==> config.mk <==
export PLATFORM = sky130hd
export DESIGN_NAME = uart_rx_fifo
export DESIGN_NICKNAME = d
export VERILOG_FILES = /design/src/rtl/uart_pkg.sv /design/src/rtl/uart_sync_fifo.sv /design/src/rtl/uart_rx_fifo.sv
export SDC_FILE = /design/constraint.sdc
export NUM_CORES = 1
export LEC_CHECK = 0
export BUFFER_PORTS_ARGS = -buffer_cell sky130_fd_sc_hd__buf_2
export CELL_PAD_IN_SITES_DETAIL_PLACEMENT = 0
export CELL_PAD_IN_SITES_GLOBAL_PLACEMENT = 1
export CORE_MARGIN = 2
export CORE_UTILIZATION = 31
export CTS_CLUSTER_DIAMETER = 50
export DETAILED_ROUTE_END_ITERATION = 12
export PLACE_DENSITY = 0.58
export SLEW_MARGIN = 20
export SYNTH_ARGS = -nofsm -noshare
export SYNTH_HDL_FRONTEND = slang
export SYNTH_SLANG_ARGS = --single-unit
export TNS_END_PERCENT = 10
==> constraint.sdc <==
create_clock -name i_CLK -period 3.2 [get_ports i_CLK]
set_input_delay 0.64 -clock i_CLK [delete_from_list [all_inputs] [get_ports i_CLK]]
set_output_delay 0.64 -clock i_CLK [all_outputs]
set_load 0.005 [all_outputs]
==> src/rtl/uart_pkg.sv <==
// Shared types and default constants for the UART receive path.
package uart_pkg;

  localparam int unsigned UART_CLKS_PER_BIT = 434;
  localparam int unsigned UART_FIFO_DEPTH   = 16;
  localparam int unsigned DATA_BITS         = 8;

  typedef enum logic [1:0] {
    IDLE,
    START,
    DATA,
    STOP
  } rx_state_e;

endpackage

==> src/rtl/uart_sync_fifo.sv <==
// First-word-fall-through byte FIFO; a pop on a full FIFO frees the slot for a same-cycle push.
module uart_sync_fifo
  import uart_pkg::*;
#(
  parameter int unsigned DEPTH = UART_FIFO_DEPTH,
  localparam int unsigned AW   = $clog2(DEPTH)
) (
  input  logic                 clk_i,
  input  logic                 rst_ni,
  input  logic                 push_i,
  input  logic                 pop_i,
  input  logic [DATA_BITS-1:0] data_i,
  output logic                 full_o,
  output logic                 empty_o,
  output logic [AW:0]          count_o,
  output logic [DATA_BITS-1:0] data_o
);

  localparam int unsigned   DEPTH_V  = DEPTH;
  localparam logic [AW:0]   FULL_CNT = DEPTH_V[AW:0];

  logic [DATA_BITS-1:0] mem_q [DEPTH];
  logic [AW-1:0]        wr_ptr_q, wr_ptr_d;
  logic [AW-1:0]        rd_ptr_q, rd_ptr_d;
  logic [AW:0]          count_q, count_d;
  logic                 push_ok, pop_ok;

  assign empty_o = (count_q == '0);
  assign full_o  = (count_q == FULL_CNT);
  assign count_o = count_q;
  assign pop_ok  = pop_i & ~empty_o;
  assign push_ok = push_i & (~full_o | pop_ok);
  assign data_o  = empty_o ? '0 : mem_q[rd_ptr_q];

  always_comb begin
    wr_ptr_d = wr_ptr_q;
    rd_ptr_d = rd_ptr_q;
    count_d  = count_q;
    if (push_ok) wr_ptr_d = wr_ptr_q + AW'(1);
    if (pop_ok)  rd_ptr_d = rd_ptr_q + AW'(1);
    case ({push_ok, pop_ok})
      2'b10:   count_d = count_q + (AW+1)'(1);
      2'b01:   count_d = count_q - (AW+1)'(1);
      default: count_d = count_q;
    endcase
  end

  always_ff @(posedge clk_i or negedge rst_ni) begin
    if (!rst_ni) begin
      wr_ptr_q <= '0;
      rd_ptr_q <= '0;
      count_q  <= '0;
    end else begin
      wr_ptr_q <= wr_ptr_d;
      rd_ptr_q <= rd_ptr_d;
      count_q  <= count_d;
    end
  end

  always_ff @(posedge clk_i) begin
    if (push_ok) mem_q[wr_ptr_q] <= data_i;
  end

endmodule

==> src/rtl/uart_rx_fifo.sv <==
// 8N1 serial receiver feeding a FWFT byte FIFO, popped on rising edges of i_Read_EN.
// Define UART_RX_OVERRUN_EN to build the sticky o_Overrun flag; otherwise it is tied low.
module uart_rx_fifo
  import uart_pkg::*;
#(
  parameter int unsigned CLKS_PER_BIT = UART_CLKS_PER_BIT,
  parameter int unsigned FIFO_DEPTH   = UART_FIFO_DEPTH
) (
  input  logic       i_CLK,
  input  logic       i_RESET_n,
  input  logic       i_RX,
  input  logic       i_Read_EN,
  output logic       o_UART_Empty,
  output logic [7:0] o_Data,
  output logic       o_Overrun
);

  localparam int unsigned CW = $clog2(CLKS_PER_BIT);
  localparam int unsigned BW = $clog2(DATA_BITS);
  localparam int unsigned AW = $clog2(FIFO_DEPTH);
  localparam logic [CW-1:0] HALF_LAST = CW'(CLKS_PER_BIT / 2 - 1);
  localparam logic [CW-1:0] BIT_LAST  = CW'(CLKS_PER_BIT - 1);
  localparam logic [BW-1:0] LAST_BIT  = BW'(DATA_BITS - 1);

  rx_state_e            state_q, state_d;
  logic [CW-1:0]        baud_q, baud_d;
  logic [BW-1:0]        bit_q, bit_d;
  logic [DATA_BITS-1:0] shift_q, shift_d;
  logic                 rx_meta_q, rx_sync_q;
  logic                 read_q;
  logic                 push, pop_edge;
  logic                 fifo_full;
  logic [AW:0]          fifo_count;
  logic                 unused_status;

  assign pop_edge      = i_Read_EN & ~read_q;
  assign unused_status = ^{fifo_full, fifo_count};

  always_ff @(posedge i_CLK or negedge i_RESET_n) begin
    if (!i_RESET_n) begin
      rx_meta_q <= 1'b1;
      rx_sync_q <= 1'b1;
      read_q    <= 1'b0;
      state_q   <= IDLE;
      baud_q    <= '0;
      bit_q     <= '0;
      shift_q   <= '0;
    end else begin
      rx_meta_q <= i_RX;
      rx_sync_q <= rx_meta_q;
      read_q    <= i_Read_EN;
      state_q   <= state_d;
      baud_q    <= baud_d;
      bit_q     <= bit_d;
      shift_q   <= shift_d;
    end
  end

  always_comb begin
    state_d = state_q;
    baud_d  = baud_q;
    bit_d   = bit_q;
    shift_d = shift_q;
    push    = 1'b0;
    unique case (state_q)
      IDLE: begin
        if (!rx_sync_q) begin
          bit_d   = '0;
          baud_d  = '0;
          state_d = START;
        end
      end
      START: begin
        if (baud_q == HALF_LAST) begin
          baud_d  = '0;
          state_d = rx_sync_q ? IDLE : DATA;
        end else begin
          baud_d = baud_q + CW'(1);
        end
      end
      DATA: begin
        if (baud_q == BIT_LAST) begin
          baud_d  = '0;
          shift_d = {rx_sync_q, shift_q[DATA_BITS-1:1]};
          bit_d   = bit_q + BW'(1);
          if (bit_q == LAST_BIT) state_d = STOP;
        end else begin
          baud_d = baud_q + CW'(1);
        end
      end
      STOP: begin
        // Leave at the stop sample so the next start edge is seen with half a bit of margin.
        if (baud_q == BIT_LAST) begin
          push    = rx_sync_q;
          state_d = IDLE;
        end else begin
          baud_d = baud_q + CW'(1);
        end
      end
      default: state_d = IDLE;
    endcase
  end

  uart_sync_fifo #(
    .DEPTH(FIFO_DEPTH)
  ) u_fifo (
    .clk_i  (i_CLK),
    .rst_ni (i_RESET_n),
    .push_i (push),
    .pop_i  (pop_edge),
    .data_i (shift_q),
    .full_o (fifo_full),
    .empty_o(o_UART_Empty),
    .count_o(fifo_count),
    .data_o (o_Data)
  );

`ifdef UART_RX_OVERRUN_EN
  logic ovr_q;

  always_ff @(posedge i_CLK or negedge i_RESET_n) begin
    if (!i_RESET_n)                 ovr_q <= 1'b0;
    else if (pop_edge)              ovr_q <= 1'b0;
    else if (push && fifo_full)     ovr_q <= 1'b1;
  end

  assign o_Overrun = ovr_q;
`else
  assign o_Overrun = 1'b0;
`endif

endmodule
==> key figures <==
CTS
  • H-tree depth: 4
  • Worst-path clk slew: 0.07 ns
  • Clock sink count: 166
  • Worst-skew pair later-pin latency: around 0.43 ns
  • Clock Path Buffers: 2
  • Post-cts repair resize count: 0
  • Total CTS buffers: 17
  • # Post-CTS Setup Buffers: 0
  • TritonCTS clock tree: done
  • CTS Root Cell: clkbuf_16
  • Cts hold-fix bufs: 0

Pwr
  • Worst vdd ir: 0.3293 mV
  • Gate power share: 14.8%
  • Clock Power Share: about two fifths
  • Switching power: 1.446 mW
  • Cell-internal power: 3.764 mW
  • PwrDens: 640.3 nW/um^2
  • Lkg Pwr: about 3.2 nW
  • Switching Fraction: 27.75%
  • Sequential share of power: a little under half

Global routing
  • Overflow after GRT: 0
  • Largest net degree at the start of global routing: 39
  • GR Layer Usage met1: 16.39%
  • Vias in the first global route: 3,735
  • Met3 Track Usage GR: about 3.1%
  • GRT busiest layer: met2
  • Total track usage: 12.40%
  • First-pass GRT wire length: 21,830 um
  • Initial antenna violation count: 0
  • Global routing usage on met2: 20.09%

Critical path
  • Crit path from: u_fifo.count_o[1]
  • CP endpoint: o_Data[2]
  • CP Class: reg2out
  • R2r worst-path depth: 10
  • Critical R2R Capture: u_fifo.count_o[4]
  • Critical path endpoint category: output port
  • RR Startpoint: u_fifo.count_o[1]
  • R2R setup slack: 0.30 ns
  • Crit path launch type: register
  • Req. time, crit path: ~2.6 ns
  • Worst-path fanout max: 8
  • Crit path DAT: 2.30 ns

Detailed routing
  • Total number of vias: ~3,700
  • First-pass DRT Iterations: 6
  • Antenna viol nets, final: 0
  • Total wire length: 13,910 um
  • Initial DRC count: 266
  • # DRC: 0
  • Drt via density: around 5
  • Routed wire per std cell: 18.54 um

Timing
  • Min cycle time layout: 2.939 ns
  • Slew @ Worst Pin: ~0.90 ns
  • Fmax: 340.3 MHz
  • Setup Total Neg Slack: 0 ns
  • Final Hold Fails: 0
  • Final period utilization: 91.83%
  • RSZ-0062 raised after global routing: no
  • Final Slew Violations: 0
  • Max transition margin: 39.88%
  • Final setup violation count: 0
  • Worst clock skew: between 0.01 and 0.015 ns

Layout
  • Nets: 469
  • Layout cell share with drive strength beyond 1: 26.24%
  • Leading cell types in the layout, fill and taps excluded: 128 x edfxtp_1, 35 x dfrtp_1, 32 x mux4_2
  • Fin cells: 750
  • Final core utilization: a little over a third
  • Syn-to-layout area delta: 15.63%
  • Commonest non-fill, non-tap cell in the layout: edfxtp_1
  • Diodes inserted: 0

Synth
  • Post-synth ARST share: 22.89%
  • Post-synth EDFFs: 128
  • Syn. warnings: 0
  • Main flop type after synthesis: edfxtp_1
  • Synthesized Nets: 435
  • Register area share after synthesis: 68.17%
  • Unique masters post-synth: 47
  • Cell area after synthesis: 7037 sq um
  • Mean Syn Cell Area: 16.83 sq um
  • Cells after Synth: 418
  • Yosys reg bits: between 150 and 200

Floorplan
  • Core ar.: 22,430 sq um
  • Die Y: 154.7 um
  • I/O Pins: 14
  • Die ar.: 23,920 sq um
  • Row count: 55
  • Initial Util: 31.37%
  • Die X: 154.7 um

Placement
  • Placer Congestion: around 0.75
  • Dpl hpwl: 8760 um
  • Inst Count DP: 718
  • Port buffer count: 12

Hold path
  • Worst min-delay path class: in2reg

Outcome
  • Status: finished, final reports clean

Flow run
  • MaxCap Viol Count: 0
[metrics by stage]
step | area (sq um) | power, mW | setup slack [ns] | hold WS [ns]
2_1_floorplan | 7037 | 3.073 | 0.1190 | 0.3444
3_3_place_gp | 7560 | 3.283 | 0.3659 | 0.3533
3_5_place_dp | 7560 | 3.292 | 0.3349 | 0.3516
4_1_cts | 8137 | 5.285 | 0.2213 | 0.2844
5_1_grt | 8137 | 5.440 | 0.06429 | 0.2827
6_report | 8137 | 5.210 | 0.2613 | 0.3079
[cells in the mapped netlist, types with 3 or more instances]
cell	instances	area share (%)
mux2_2	3	0.48
or3b_2	3	0.37
dfrtp_1	36	13
xor2_1	6	0.75
inv_1	8	0.43
edfxtp_1	128	55
nor2_1	19	1.0
xnor2_1	9	1.1
nand2b_1	4	0.36
o31ai_1	3	0.32
ha_1	13	2.3
o22ai_1	9	0.80
a22oi_1	4	0.43
a21oi_1	5	0.36
mux2i_1	19	2.7
o211ai_1	3	0.32
o21ai_0	9	0.64
a31oi_1	3	0.27
buf_2	5	0.36
mux2_4	8	1.7
nor3_1	13	0.92
mux4_2	32	10
nand2_1	24	1.3
nand3_1	10	0.71
clkbuf_1	13	0.69
[worst min path at each step]
stage                         start        end  slack [ns]  cells after the start
after floorplan           i_RESET_n  async pin        0.34                      0
after global placement    rx_meta_q  rx_sync_q        0.35                      0
after detailed placement  rx_meta_q  rx_sync_q        0.35                      0
after CTS                      i_RX  rx_meta_q        0.28                      1
after global routing           i_RX  rx_meta_q        0.28                      1
final                          i_RX  rx_meta_q        0.31                      1
[layer usage]
metal | vias up | wire length [um]
li1 | 1690 | -
met1 | 1890 | 6605
met5 | - | 0
met2 | 58 | 6716
met3 | 12 | 428
met4 | 0 | 156
[state kept, by name, indices dropped and copies added, names as in the netlist, named ones only]
register / cells
baud_q: 9
bit_q: 3
read_q: 1
rx_meta_q: 1
rx_sync_q: 1
shift_q: 8
state_q: 1
u_fifo.count_o: 5
u_fifo.mem_q: 128
u_fifo.rd_ptr_q: 4
u_fifo.wr_ptr_q: 4
[power by group through the flow]
stage / sequential (mW) / combinational, mW / clock (mW)
2_1_floorplan: 2.43 / 0.638 / 0
3_3_place_gp: 2.49 / 0.796 / 0
3_5_place_dp: 2.49 / 0.800 / 0
4_1_cts: 2.45 / 0.800 / 2.04
5_1_grt: 2.46 / 0.849 / 2.13
6_report: 2.45 / 0.770 / 1.99
[critical path, stage by stage (launching register included)]
cell	delay (ns)
dfrtp_1	0.45
nor4_1	0.49
and2_1	0.34
nand2b_1	0.32
o22ai_1	0.13
buf_2	0.15
[cell families after synthesis]
logic type / Yosys count / synth area share [%]
other: 1 / 0.05329
and+or+nand+nor: 90 / 6.739
adders and majority gates: 13 / 2.312
AOI/OAI and AO/OA: 41 / 3.769
muxes: 62 / 15.13
buffers and inverters: 30 / 1.956
xor gates and xnor gates: 15 / 1.867
DFF: 166 / 68.17
[area by class of cell]
class,count,area [sq um]
Clock buffer,18,429.2
Clock inverter,14,147.6
Fill cell,2122,14300
Inverter,8,30.03
Multi-Input combinational cell,222,2102
Sequential cell,166,4798
Tap cell,285,356.6
Timing Repair Buffer,37,272.8
No activity file was read; power rests on OpenSTA's default activity.
